## config.mk

```make
export PLATFORM = sky130hd
export DESIGN_NAME = panel_scan_controller
export DESIGN_NICKNAME = d
export VERILOG_FILES = /design/src/rtl/panel_scan_pkg.sv /design/src/rtl/panel_scan_controller.sv
export SDC_FILE = /design/constraint.sdc
export NUM_CORES = 1
export LEC_CHECK = 0
export CORE_MARGIN = 2
export CORE_UTILIZATION = 40
export CTS_CLUSTER_DIAMETER = 30
export DETAILED_ROUTE_END_ITERATION = 8
export PLACE_DENSITY = 0.68
export SLEW_MARGIN = 20
export SYNTH_ARGS = -nofsm -noshare
export SYNTH_HDL_FRONTEND = slang
export SYNTH_SLANG_ARGS = --single-unit
```

## constraint.sdc

```tcl
create_clock -name clk -period 4.6 [get_ports clk]
set_clock_uncertainty 0.05 [all_clocks]
set_input_delay 0.92 -clock clk [delete_from_list [all_inputs] [get_ports clk]]
set_output_delay 0.92 -clock clk [all_outputs]
set_load 0.005 [all_outputs]
```

## src/rtl/panel_scan_pkg.sv

```systemverilog
// Shared types and helpers for the cube panel scan controller.
// State encoding, row/PWM field widths and the layer one-hot decode.
package panel_scan_pkg;

    typedef enum logic [2:0] {
        IDLE,
        ROW_SETUP,
        LOAD_BRIGHT,
        SHIFT,
        LATCH,
        HOLD,
        ROW_END,
        DEAD
    } state_t;

    localparam int ROW_W    = 4;
    localparam int MAX_ROWS = 1 << ROW_W;
    localparam int PWM_W    = 8;

    function automatic logic [MAX_ROWS-1:0] row_onehot(
        input logic [ROW_W-1:0] r
    );
        return MAX_ROWS'(1) << r;
    endfunction

endpackage

```

## src/rtl/panel_scan_controller.sv

```systemverilog
// Row/PWM timing master feeding all panel drivers of one cube.
// Define PANEL_SCAN_DEADTIME_EN to insert blanking cycles between rows.
module panel_scan_controller
    import panel_scan_pkg::*;
#(
    parameter int NUM_ROWS    = 16,
    parameter int SHIFT_LEN   = 16,
    parameter int PWM_BITS    = PWM_W,
    parameter int HOLD_CYCLES = 8,
    parameter int RAM_LATENCY = 2,
    parameter int DEAD_CYCLES = 4
) (
    input  logic                clk,
    input  logic                reset,
    input  logic                enable,
    output logic [ROW_W-1:0]    active_row_addr,
    output logic [PWM_BITS-1:0] pwm_time,
    output logic                shift,
    output logic                load_led_vals,
    output logic                load_brightness,
    output logic [NUM_ROWS-1:0] layer_enable,
    output logic                frame_start,
    output logic                busy
);

    // One shared down-counter covers every timed state, so size it for the longest.
    localparam int M1      = (SHIFT_LEN > HOLD_CYCLES) ? SHIFT_LEN : HOLD_CYCLES;
    localparam int M2      = (M1 > RAM_LATENCY) ? M1 : RAM_LATENCY;
    localparam int CNT_MAX = (M2 > DEAD_CYCLES) ? M2 : DEAD_CYCLES;
    localparam int CNT_W   = (CNT_MAX < 2) ? 1 : $clog2(CNT_MAX);

    localparam logic [CNT_W-1:0] LD_SETUP = CNT_W'(RAM_LATENCY - 1);
    localparam logic [CNT_W-1:0] LD_SHIFT = CNT_W'(SHIFT_LEN - 1);
    localparam logic [CNT_W-1:0] LD_HOLD  = CNT_W'(HOLD_CYCLES - 1);
`ifdef PANEL_SCAN_DEADTIME_EN
    localparam logic [CNT_W-1:0] LD_DEAD  = CNT_W'(DEAD_CYCLES - 1);
`endif
    localparam logic [ROW_W-1:0] LAST_ROW = ROW_W'(NUM_ROWS - 1);

    state_t                state, state_n;
    logic [CNT_W-1:0]      cnt, cnt_n;
    logic [ROW_W-1:0]      row, row_n, row_adv;
    logic [PWM_BITS-1:0]   pwm, pwm_n;
    logic                  lit, lit_n;
    logic                  fs, fs_n;
    logic                  last;
    logic [MAX_ROWS-1:0]   row_oh;

    assign last    = (cnt == '0);
    assign row_adv = (row == LAST_ROW) ? '0 : row + ROW_W'(1);

    // State, counter and scan position registers.
    always_ff @(posedge clk) begin
        if (reset) begin
            state <= IDLE;
            cnt   <= '0;
            row   <= '0;
            pwm   <= '0;
            lit   <= 1'b0;
            fs    <= 1'b0;
        end else begin
            state <= state_n;
            cnt   <= cnt_n;
            row   <= row_n;
            pwm   <= pwm_n;
            lit   <= lit_n;
            fs    <= fs_n;
        end
    end

    // Next-state, counter reloads and row/PWM stepping.
    always_comb begin
        state_n = state;
        cnt_n   = cnt;
        row_n   = row;
        pwm_n   = pwm;
        lit_n   = lit;
        fs_n    = 1'b0;
        unique case (state)
            IDLE: begin
                if (enable) begin
                    state_n = ROW_SETUP;
                    cnt_n   = LD_SETUP;
                    row_n   = '0;
                    pwm_n   = '0;
                    fs_n    = 1'b1;
                end
            end
            ROW_SETUP: begin
                if (last) state_n = LOAD_BRIGHT;
                else      cnt_n   = cnt - CNT_W'(1);
            end
            LOAD_BRIGHT: begin
                state_n = SHIFT;
                cnt_n   = LD_SHIFT;
            end
            SHIFT: begin
                if (last) state_n = LATCH;
                else      cnt_n   = cnt - CNT_W'(1);
            end
            LATCH: begin
                state_n = HOLD;
                cnt_n   = LD_HOLD;
                lit_n   = 1'b1;
            end
            HOLD: begin
                if (!last) begin
                    cnt_n = cnt - CNT_W'(1);
                end else if (pwm == {PWM_BITS{1'b1}}) begin
                    state_n = ROW_END;
                    lit_n   = 1'b0;
                    pwm_n   = '0;
                end else begin
                    state_n = SHIFT;
                    cnt_n   = LD_SHIFT;
                    pwm_n   = pwm + PWM_BITS'(1);
                end
            end
            ROW_END: begin
`ifdef PANEL_SCAN_DEADTIME_EN
                state_n = DEAD;
                cnt_n   = LD_DEAD;
                row_n   = row_adv;
`else
                if (enable) begin
                    state_n = ROW_SETUP;
                    cnt_n   = LD_SETUP;
                    row_n   = row_adv;
                    fs_n    = (row_adv == '0);
                end else begin
                    state_n = IDLE;
                    row_n   = '0;
                end
`endif
            end
            DEAD: begin
`ifdef PANEL_SCAN_DEADTIME_EN
                if (!last) begin
                    cnt_n = cnt - CNT_W'(1);
                end else if (enable) begin
                    state_n = ROW_SETUP;
                    cnt_n   = LD_SETUP;
                    fs_n    = (row == '0);
                end else begin
                    state_n = IDLE;
                    row_n   = '0;
                end
`else
                state_n = IDLE;
`endif
            end
            default: state_n = IDLE;
        endcase
    end

    assign row_oh          = row_onehot(row);
    assign active_row_addr = row;
    assign pwm_time        = pwm;
    assign shift           = (state == SHIFT);
    assign load_led_vals   = (state == LATCH);
    assign load_brightness = (state == LOAD_BRIGHT);
    assign layer_enable    = lit ? row_oh[NUM_ROWS-1:0] : '0;
    assign frame_start     = fs;
    assign busy            = (state != IDLE);

endmodule

```

==> results.yml <==
placement:
  place_hpwl_um: 2250
  place_area_sq_um: 1700
  dp_slack_ns: 1.99
  gp_congestion: 0.879
  dpl.cell_count: 229
  portBuffers: 35
yosys:
  synth_area_leaders: "dfxtp_1, ha_1, and3_1"
  syn_area_per_cell_sq_um: 8.50
  ys_seq_elements: 21
  yosysWarnings: 0
  synth.top_cell.area_share: 0.315
  yosysSeqAreaShare: 0.315
  synthCells: 157
  synth_nets: 169
  synth.distinct_cells: 40
  yosys.area.top_type: "dfxtp_1"
  syn_area_sq_um: 1340
finish:
  area_growth_pct: 29.1
  diodes: 0
  layout.nets: 202
  stdcell_count: 233
  final_common_cell: "clkdlybuf4s50_1"
  num-fill-cells: 337
  final_area_sq_um: 1720
  layout_common_cells: "clkdlybuf4s50_1, dfxtp_1, nor2_1"
  drive_gt1_frac: 0.0476
sta:
  hold_viol_final: 0
  slew_headroom: 0.578
  worst_slew_pin_slew_ns: 0.631
  fin_crit_sh: 0.638
  rsz0062_at_grt: "false"
  setup-tns-final_ns: 0
  hold-worst-slack_ns: 0.469
  fin_ws_ns: 1.67
  period_minus_slack_ns: 2.93
  slew_violations: 0
  setup_viol: 0
  fmax_mhz: 341
setup_path:
  arrival_ns: 1.96
  path_class: "reg -> out"
  r2r_end: "cnt[0]$_SDFFE_PP0P_"
  crit_fanout: 17
  cp.required_ns: 3.63
  cp-endpoint: "shift"
  r2r_slack_ns: 2.53
  r2r_cells: 5
  end_kind: "primary output"
  startpoint: "state[0]$_SDFFE_PP0P_"
  cp-start-kind: "flop"
  r2r_start: "state[0]$_SDFFE_PP0P_"
detailed_routing:
  vias_per_cell: 5.40
  num_vias: 1259
  dr.pass1.iters: 4
  routed_wl_um: 2990
  ant_nets: 0
  wl_per_cell_um: 12.8
  drc: 0
  drtIter0Drc: 50
clocking:
  postCtsSetupBuffers: 0
  clk_pin_slew_ns: 0.11
  clock-sinks: 21
  cts_tree: "done"
  cts_buffer_depth: 2
  cts.htree.levels: 1
  hold_buffers: 0
  numCtsBuffers: 3
  insertion_delay_ns: 0.30
  cts_resized: 0
  cts_root_buf: "clkbuf_4"
global_routing:
  grt.total_usage: 0.174
  grt_max_degree: 18
  grt_pass1_vias: 1141
  grt-ovfl-total: 0
  grt_pass1_wl_um: 5020
  antenna_found_initial: 0
worst_hold_path:
  holdPathStages: 2
  hp-start: "pwm_time[1]$_SDFFE_PP0P_"
  hp-class: "reg -> reg"
die:
  die_w_um: 61.8
  core_area_sq_um: 3100
  die-area_sq_um: 3820
  rows: 20
  initial_utilization: 0.430
  io_pins: 36
  die_h_um: 61.8
status:
  status: "complete, no violations"
pwr:
  pwr-share-seq: 0.461
  net-switching-power_uw: 178
  comb_power_share: 0.364
  p_leak_nw: 0.689
  ir_drop_v: 0.000208
  power_frac_clock: 0.174
  p_int_uw: 328
  power.density_nw_per_um2: 294
  sw_frac_of_total: 0.352
flow_run:
  drv_cap: 0
-- power groups by stage --
stage | Sequential, mW | Clock (mW) | Combinational, mW
3_5_place_dp | 0.237 | 0 | 0.184
3_3_place_gp | 0.237 | 0 | 0.180
2_1_floorplan | 0.220 | 0 | 0.158
4_1_cts | 0.233 | 0.0951 | 0.185
6_report | 0.233 | 0.0881 | 0.184
5_1_grt | 0.239 | 0.101 | 0.207
-- critical path, cell delays in order, from the launching register on --
cell and delay, ns:
dfxtp_1 0.71, inv_1 0.20, nor3b_1 0.23, clkdlybuf4s50_1 0.53
-- stage by stage --
stage	utilization	total power, mW
2_1_floorplan	-	0.378
5_1_grt	0.555	0.547
3_5_place_dp	0.547	0.421
4_1_cts	0.555	0.513
6_report	0.555	0.506
3_3_place_gp	0.547	0.417
-- cell families (layout without fill, tap and decap cells) --
logic type / after synthesis / count (layout) / share of synthesized area
muxes: 3 / 3 / 0.0225
AOI/OAI and AO/OA: 27 / 27 / 0.140
buffers and inverters: 14 / 46 / 0.0525
and+or+nand+nor: 75 / 75 / 0.334
xor gates and xnor gates: 8 / 8 / 0.0525
DFF: 21 / 21 / 0.315
adders and majority gates: 9 / 9 / 0.0844
-- registers in the layout, indices dropped and copies added, names as in the netlist --
signal           cells
frame_start          1
cnt                  4
pwm_time             8
lit                  1
active_row_addr      4
state                3
-- worst min-delay path by stage --
stage	slack, ns	endpoint
global route	0.52	pwm_time[1]$_SDFFE_PP0P_
CTS	0.48	pwm_time[1]$_SDFFE_PP0P_
floorplan	0.43	cnt[1]$_SDFFE_PP0P_
finish	0.47	pwm_time[1]$_SDFFE_PP0P_
detailed placement	0.46	pwm_time[1]$_SDFFE_PP0P_
global placement	0.46	cnt[1]$_SDFFE_PP0P_
-- final cells by class --
class / instances / area [sq um] / area share
Clock buffer: 4 / 26.3 / 0.0153
Inverter: 7 / 26.3 / 0.0153
Multi-Input combinational cell: 122 / 845 / 0.490
Sequential cell: 21 / 420 / 0.244
Tap cell: 44 / 55.1 / 0.0320
Timing Repair Buffer: 35 / 350 / 0.203
-- cells in the mapped netlist --
| library cell | n |
|---|---|
| buf_6 | 2 |
| nor3b_4 | 1 |
| o21ba_2 | 1 |
| o22ai_1 | 1 |
| nand3_1 | 5 |
| or3_1 | 3 |
| inv_1 | 7 |
| a211o_1 | 1 |
| a22oi_1 | 2 |
| dfxtp_1 | 21 |
| xnor2_1 | 4 |
| a211oi_1 | 1 |
| nor2b_1 | 4 |
| and4_1 | 4 |
| nor4b_4 | 1 |
| nand2_1 | 9 |
| and2_1 | 3 |
| nor3b_1 | 3 |
| nand2b_1 | 1 |
| o41ai_1 | 1 |
| a22oi_4 | 1 |
| a21o_1 | 1 |
| xor2_1 | 4 |
| clkbuf_1 | 2 |
| nor2_1 | 16 |
| a31oi_1 | 3 |
| buf_2 | 1 |
| nor3_1 | 5 |
| a31o_2 | 1 |
| buf_1 | 1 |
| o21ai_0 | 5 |
| mux2i_1 | 3 |
| ha_1 | 9 |
| nor3_2 | 1 |
| clkbuf_2 | 1 |
| a32oi_1 | 1 |
| and3_1 | 15 |
| nand4_1 | 3 |
| and4b_1 | 1 |
| a21oi_1 | 8 |
-- layer usage --
metal / vias to the layer above / GRT usage / routed length (um)
li1: 626 / - / -
met2: 36 / 0.280 / 1380
met3: 6 / 0.0207 / 151
met4: 0 / 0.0790 / 38
met1: 591 / 0.235 / 1420
met5: - / 0 / 0
Note: power is estimated with default switching activity, not from simulation.
